### config.mk
export PLATFORM = sky130hd
export DESIGN_NAME = serial_add_n
export DESIGN_NICKNAME = d
export VERILOG_FILES = /design/src/rtl/serial_add_n.sv
export SDC_FILE = /design/constraint.sdc
export NUM_CORES = 1
export LEC_CHECK = 0
export CORE_MARGIN = 1.5
export CORE_UTILIZATION = 52
export CTS_CLUSTER_DIAMETER = 150
export CTS_CLUSTER_SIZE = 14
export DETAILED_ROUTE_END_ITERATION = 7
export GPL_TIMING_DRIVEN = 0
export PLACE_DENSITY = 0.79
export SLEW_MARGIN = 20
export SYNTH_ARGS = -nofsm -noshare
export SYNTH_HDL_FRONTEND = slang
export SYNTH_SLANG_ARGS = --single-unit
### constraint.sdc
create_clock -name clk -period 2.62 [get_ports clk]
set_clock_uncertainty 0.15 [all_clocks]
set_input_delay 0.262 -clock clk [delete_from_list [all_inputs] [get_ports clk]]
set_output_delay 0.262 -clock clk [all_outputs]
set_load 0.02 [all_outputs]
### src/rtl/serial_add_n.sv
// serial_add_n: multi-cycle add/subtract, D bits per clock.
// One D-bit carry-chain slice; carry registered between digits.
module serial_add_n #(
   parameter int W = 16,
   parameter int D = 4
) (
   input  logic         clk,
   input  logic         rst_n,
   input  logic         in_valid,
   output logic         in_ready,
   input  logic         mode,
   input  logic [W-1:0] a,
   input  logic [W-1:0] b,
   input  logic         ci,
   output logic         out_valid,
   input  logic         out_ready,
   output logic [W-1:0] s,
   output logic         ca,
   output logic         ov
);

   localparam int N  = W / D;
   localparam int CW = (N > 1) ? $clog2(N) : 1;

   typedef enum logic [1:0] {
      IDLE,
      RUN,
      DONE
   } state_t;

   state_t state_q, state_d;

   logic [CW-1:0] cnt_q, cnt_d;
   logic [W-1:0]  a_q, a_d;
   logic [W-1:0]  b_q, b_d;
   logic [W-1:0]  res_q, res_d;
   logic [W-1:0]  s_q, s_d;
   logic          carry_q, carry_d;
   logic          ca_q, ca_d;
   logic          ov_q, ov_d;

   logic [D:0]    dsum;
   logic          c_msb;
   logic          last;
   logic [W-1:0]  res_shift;

   // One digit through the slice; carry into the digit MSB recovered
   // from the sum bit so the top bit's carry-in is isolated.
   always_comb begin
      dsum      = {1'b0, a_q[D-1:0]}
                + {1'b0, b_q[D-1:0]}
                + (D+1)'(carry_q);
      c_msb     = dsum[D-1] ^ a_q[D-1] ^ b_q[D-1];
      last      = (cnt_q == CW'(N - 1));
      res_shift = (res_q >> D)
                | (W'(dsum[D-1:0]) << (W - D));
   end

   // Next-state and handshake outputs for the IDLE/RUN/DONE sequencer.
   always_comb begin
      state_d   = state_q;
      cnt_d     = cnt_q;
      a_d       = a_q;
      b_d       = b_q;
      res_d     = res_q;
      carry_d   = carry_q;
      s_d       = s_q;
      ca_d      = ca_q;
      ov_d      = ov_q;
      in_ready  = 1'b0;
      out_valid = 1'b0;
      unique case (state_q)
         IDLE: begin
            in_ready = 1'b1;
            if (in_valid) begin
               a_d     = a;
               b_d     = mode ? ~b : b;
               carry_d = mode ? 1'b1 : ci;
               cnt_d   = '0;
               state_d = RUN;
            end
         end
         RUN: begin
            a_d     = a_q >> D;
            b_d     = b_q >> D;
            res_d   = res_shift;
            carry_d = dsum[D];
            if (last) begin
               s_d     = res_shift;
               ca_d    = dsum[D];
               ov_d    = c_msb ^ dsum[D];
               cnt_d   = '0;
               state_d = DONE;
            end else begin
               cnt_d = cnt_q + 1'b1;
            end
         end
         DONE: begin
            out_valid = 1'b1;
            if (out_ready) begin
               state_d = IDLE;
            end
         end
         default: begin
            state_d = IDLE;
         end
      endcase
   end

   // State, shift registers and held result; reset aborts any operation.
   always_ff @(posedge clk or negedge rst_n) begin
      if (!rst_n) begin
         state_q <= IDLE;
         cnt_q   <= '0;
         a_q     <= '0;
         b_q     <= '0;
         res_q   <= '0;
         carry_q <= 1'b0;
         s_q     <= '0;
         ca_q    <= 1'b0;
         ov_q    <= 1'b0;
      end else begin
         state_q <= state_d;
         cnt_q   <= cnt_d;
         a_q     <= a_d;
         b_q     <= b_d;
         res_q   <= res_d;
         carry_q <= carry_d;
         s_q     <= s_d;
         ca_q    <= ca_d;
         ov_q    <= ov_d;
      end
   end

   assign s  = s_q;
   assign ca = ca_q;
   assign ov = ov_q;

endmodule
## After elaboration in Yosys (flattened, before gate mapping)

Index checks and enable logic that the tools add are counted.

- Register bits after elaboration: 71
- Output and inout bits: 20
- Word-level logic and storage cells: 45

- Add/subtract/negate cells: 3
- Eq/ne operators: 6
- Muxes and demuxes: 17
- Bitwise operators: 5
- Reduce and logical (&&, ||, !) cells: 5

Operators by type and width:

| kind | number |
|---|---|
| case mux 16 bit (2 select lines) | 2 |
| 2-to-1 mux 16 bit | 3 |
| inverter 16 bit | 1 |
| OR 12 x 16 -> 16 bit | 1 |
| 2-to-1 mux 2 bit | 5 |
| inequality test 2 bit (second input constant) | 3 |
| case mux 2 bit (3 select lines) | 1 |
| adder 4 x 4 -> 5 bit | 1 |
| adder 5 x 1 -> 5 bit | 1 |
| equality test 2 bit (second input constant) | 2 |
| 2-to-1 mux 1 bit | 4 |
| case mux 2 bit (2 select lines) | 1 |
| AND reduction 2 bit | 2 |
| AND reduction 3 bit | 1 |
| XOR 1 bit | 3 |
| adder 2 x 1 -> 2 bit (second input constant) | 1 |
| equality test 2 x 1 -> 1 bit (second input constant) | 1 |
| zero test 2 bit | 1 |
| case mux 1 bit (2 select lines) | 1 |
| nonzero test 2 bit | 1 |

## Depth between registers and ports, before layout

- Depth after elaboration: 5
- Depth in mapped cells: 8
- Gate-level depth less buffers: 8

## Worst setup path before layout

Ideal clock, no wire load.

- Kind: register -> register
- Start point: register a_q[0]
- End point: register ov_q (netlist: ov)
- Library setup time: 0.123 ns
- Arrival: 1.657 ns
- Setup slack: 0.690 ns
- Stages on the path, launching flop included: 9
- Path buffers: 0
- Clock period less this slack: 1.930 ns
- Cells stage by stage: dfrtp_1 fa_1 inv_1 fa_1 nand2b_1 o2bb2ai_1 xnor2_1 xnor2_1 o21ai_1

- Longest elaborated chain between the ends: 5

RTL lines:

| item | RTL line | source |
|---|---|---|
| from (decl) | 34 | `logic [W-1:0] a_q, a_d;` |
| from (signal assigned) | 115 | `a_q <= '0;` |
| from (signal assigned) | 125 | `a_q <= a_d;` |
| adder 4 x 4 -> 5 bit (*) | 51 | `+ {1'b0, b_q[D-1:0]}` |
| adder 5 x 1 -> 5 bit (*) | 52 | `+ (D+1)'(carry_q);` |
| XOR 1 bit (2 in series) | 53 | `c_msb = dsum[D-1] ^ a_q[D-1] ^ b_q[D-1];` |
| XOR 1 bit (*) | 91 | `ov_d = c_msb ^ dsum[D];` |
| to (signal assigned) | 131 | `ov_q <= ov_d;` |
| to (decl) | 40 | `logic ov_q, ov_d;` |

Every way passes the cells marked *; elsewhere a longest branch is shown, timed or not.
A chain may end at the register's enable or synchronous reset.

## Worst setup path after layout

- Start point: register state_q[1]
- End point: output in_ready

- Longest elaborated chain between the ends: 2

RTL lines:

| item | RTL line | source |
|---|---|---|
| from (decl) | 31 | `state_t state_q, state_d;` |
| from (signal assigned) | 123 | `state_q <= state_d;` |
| zero test 2 bit | 72 | `unique case (state_q)` |
| 2-to-1 mux 1 bit | 72 |  |
| to (decl) | 10 | `output logic in_ready,` |

Every way passes these cells.

==> results.py <==
metrics = {
    "grt": {
        "first_global_vias": 2555,
        "antenna_found_initial": 0,
        "grt_remaining_overflow": 0,
        "grt_max_degree": 49,
        "grt_use_total_pct": 23.6,
        "grt_pass1_wl_um": 11900,
    },
    "detailed_routing": {
        "drt_wl_total_um": 7150,
        "ant_nets": 0,
        "routed_via_density": 5.48,
        "drt_iter0_markers": 138,
        "via_count": 2514,
        "drc_errors": 0,
        "drtPass1Iterations": 4,
        "wl_per_cell_um": 15.6,
    },
    "finish": {
        "final_cell_mix": "dfrtp_1 (67), clkdlybuf4s50_1 (55), nand2_1 (40), a21oi_1 (30), o21ai_0 (30)",
        "fin_area_mm2": 0.00414,
        "final_common_cell": "dfrtp_1",
        "antennaDiodeCount": 0,
        "final_nets": 424,
        "layout.cells.non_filler": 459,
        "drive_gt1_share_pct": 11.5,
        "area_delta_synth_final_pct": 27.1,
    },
    "placed_design": {
        "pre_cts_slack_ps": 499,
        "place_area_mm2": 0.00394,
        "gp_congestion": 0.810,
        "post-dp-hpwl_um": 5090,
        "io_buffers": 56,
        "dpl.cell_count": 443,
    },
    "worst_setup_path": {
        "path_class": "register to output pin",
        "critical_path_peak_fanout": 10,
        "startpoint_type": "register",
        "required_ps": 2210,
        "critPathBufInv": 3,
        "crit_path_max_incr_delay_ps": 550,
        "crit_path_end_kind": "output pin",
        "cpMaxStageDelayCell": "clkdlybuf4s50_1",
        "arrival_ps": 1910,
        "worstPathCellList": "buf_2 > clkbuf_1 > nor2_1 > clkdlybuf4s50_1",
        "cp_top_family": "buffers and inverters",
    },
    "timing": {
        "rsz0062_at_grt": "no",
        "min_period_over_period_pct": 88.5,
        "clock.fmax_mhz": 431,
        "setup_viol": 0,
        "slew_violations": 0,
        "worst_pin_slew_ps": 566,
        "slew_headroom_pct": 62.1,
        "period_needed_ps": 2320,
        "worst_slack_ps": 302,
        "hold_viol": 0,
    },
    "synth": {
        "synth_cells": 311,
        "ys_types": 29,
        "synth_top_area_share_pct": 51.5,
        "syn_avg_cell_area_um2": 10.5,
        "synth_top_cell_by_area": "dfrtp_1",
        "synth_area_leaders": "dfrtp_1 (51%), nor2b_1 (5.6%), a21oi_1 (4.6%)",
        "synth_seq_cells": 67,
        "synth_warnings": 0,
        "seq_area_frac_synth_pct": 51.5,
        "netlist_area_mm2": 0.00326,
        "synthesis.nets": 355,
    },
    "clock_tree": {
        "cts_resized": 0,
        "cts_tree": "built",
        "cts_sinks": 67,
        "cts_buffer_depth": 2,
        "root_buffer": "clkbuf_8",
        "postCtsSetupRepairBufs": 0,
        "clk_latency_ps": 340,
        "cts_hold_buf": 1,
        "htreeDepth": 3,
        "numCtsBuffers": 9,
        "cts.clk_slew.worst_paths_ps": 70,
    },
    "pwr": {
        "p_total_uw": 4980,
        "power.leakage_uw": 0.00186,
        "p_per_area_mw_per_mm2": 1200,
        "vdd_drop_max_mv": 0.739,
    },
    "die": {
        "die_height_um": 82.1,
        "core_area_mm2": 0.00599,
        "num_rows": 28,
        "die_x_um": 82.1,
        "num_io_pins": 58,
        "start_util_pct": 54.4,
        "dieArea_mm2": 0.00675,
    },
    "job": {
        "maxCapViolations": 0,
    },
    "worst_hold_path": {
        "min_path_type": "input port to asynchronous set/reset pin",
    },
    "status": {
        "status": "finished clean",
    },
}
## cells by family after synthesis
group / after synthesis / synth area share [%]
AO/OA/AOI/OAI: 95 / 17.8
AND/OR/NAND/NOR: 81 / 12.5
flip-flops: 67 / 51.5
buffers and inverters: 28 / 4.26
XOR/XNOR: 21 / 5.65
multiplexers: 13 / 5.53
adder cells (fa/ha/maj): 6 / 2.77
## per-layer routing
metal	track usage [%]	up-vias	share of wire [%]
met5	0	-	0
met4	9.32	0	1.9
met3	4.18	11	4.5
met2	39.6	75	50
met1	30.4	1231	43
li1	-	1197	-
## area by class of cell
class | instances | area, µm²
buffer | 23 | 120
fill | 485 | 1850
clock inverter | 2 | 35.0
clock buffer | 13 | 159
timing repair buffer | 58 | 596
inverter | 5 | 18.8
sequential | 67 | 1680
multi-input combinational | 216 | 1440
tap | 75 | 93.8
## power breakdown
group | internal [µW] | switching (µW)
clock network | 486 | 372
registers | 1510 | 314
logic | 1120 | 1190
total | 3110 | 1870
## Yosys cell counts (all sizes together)
master,n
ha,4
o31ai,1
nand2b,4
o22a,8
buf,13
a22o,5
a21oi,30
xor2,10
inv,5
clkbuf,10
a2bb2oi,2
mux2,13
nor2b,30
nor2,5
o2bb2ai,1
a22oi,16
a21o,1
nand2,41
o21ai,31
dfrtp,67
fa,2
or2,1
xnor2,11
## sequential cells by signal, indices dropped and copies added (netlist names), 2 cells and up
register,flops
a_q,16
b_q,16
cnt_q,2
res_q,12
s,16
state_q,2
## worst paths after layout
| kind | from | endpoint | slack [ps] | cells after the start |
|---|---|---|---|---|
| min in group clk | ca | ca | 340 | 2 |
| worst min-delay path | rst_n | s[2] | 200 | 2 |
| max in group asynchronous | rst_n | b_q[6] | 1580 | 3 |
| worst max-delay path | state_q[1] | in_ready | 300 | 4 |
| worst max register to register | a_q[0] | ov | 510 | 8 |
| worst min register to register | ca | ca | 340 | 2 |
## through the flow
step	TNS (ps)	hold WS (ps)	util, %
6_report	0	204	69.1
5_1_grt	0	232	69.1
4_1_cts	0	192	69.1
3_5_place_dp	0	17.2	65.7
3_3_place_gp	-70740	308	65.3
2_1_floorplan	0	-184	-
No activity file was read; power rests on OpenSTA's default activity.
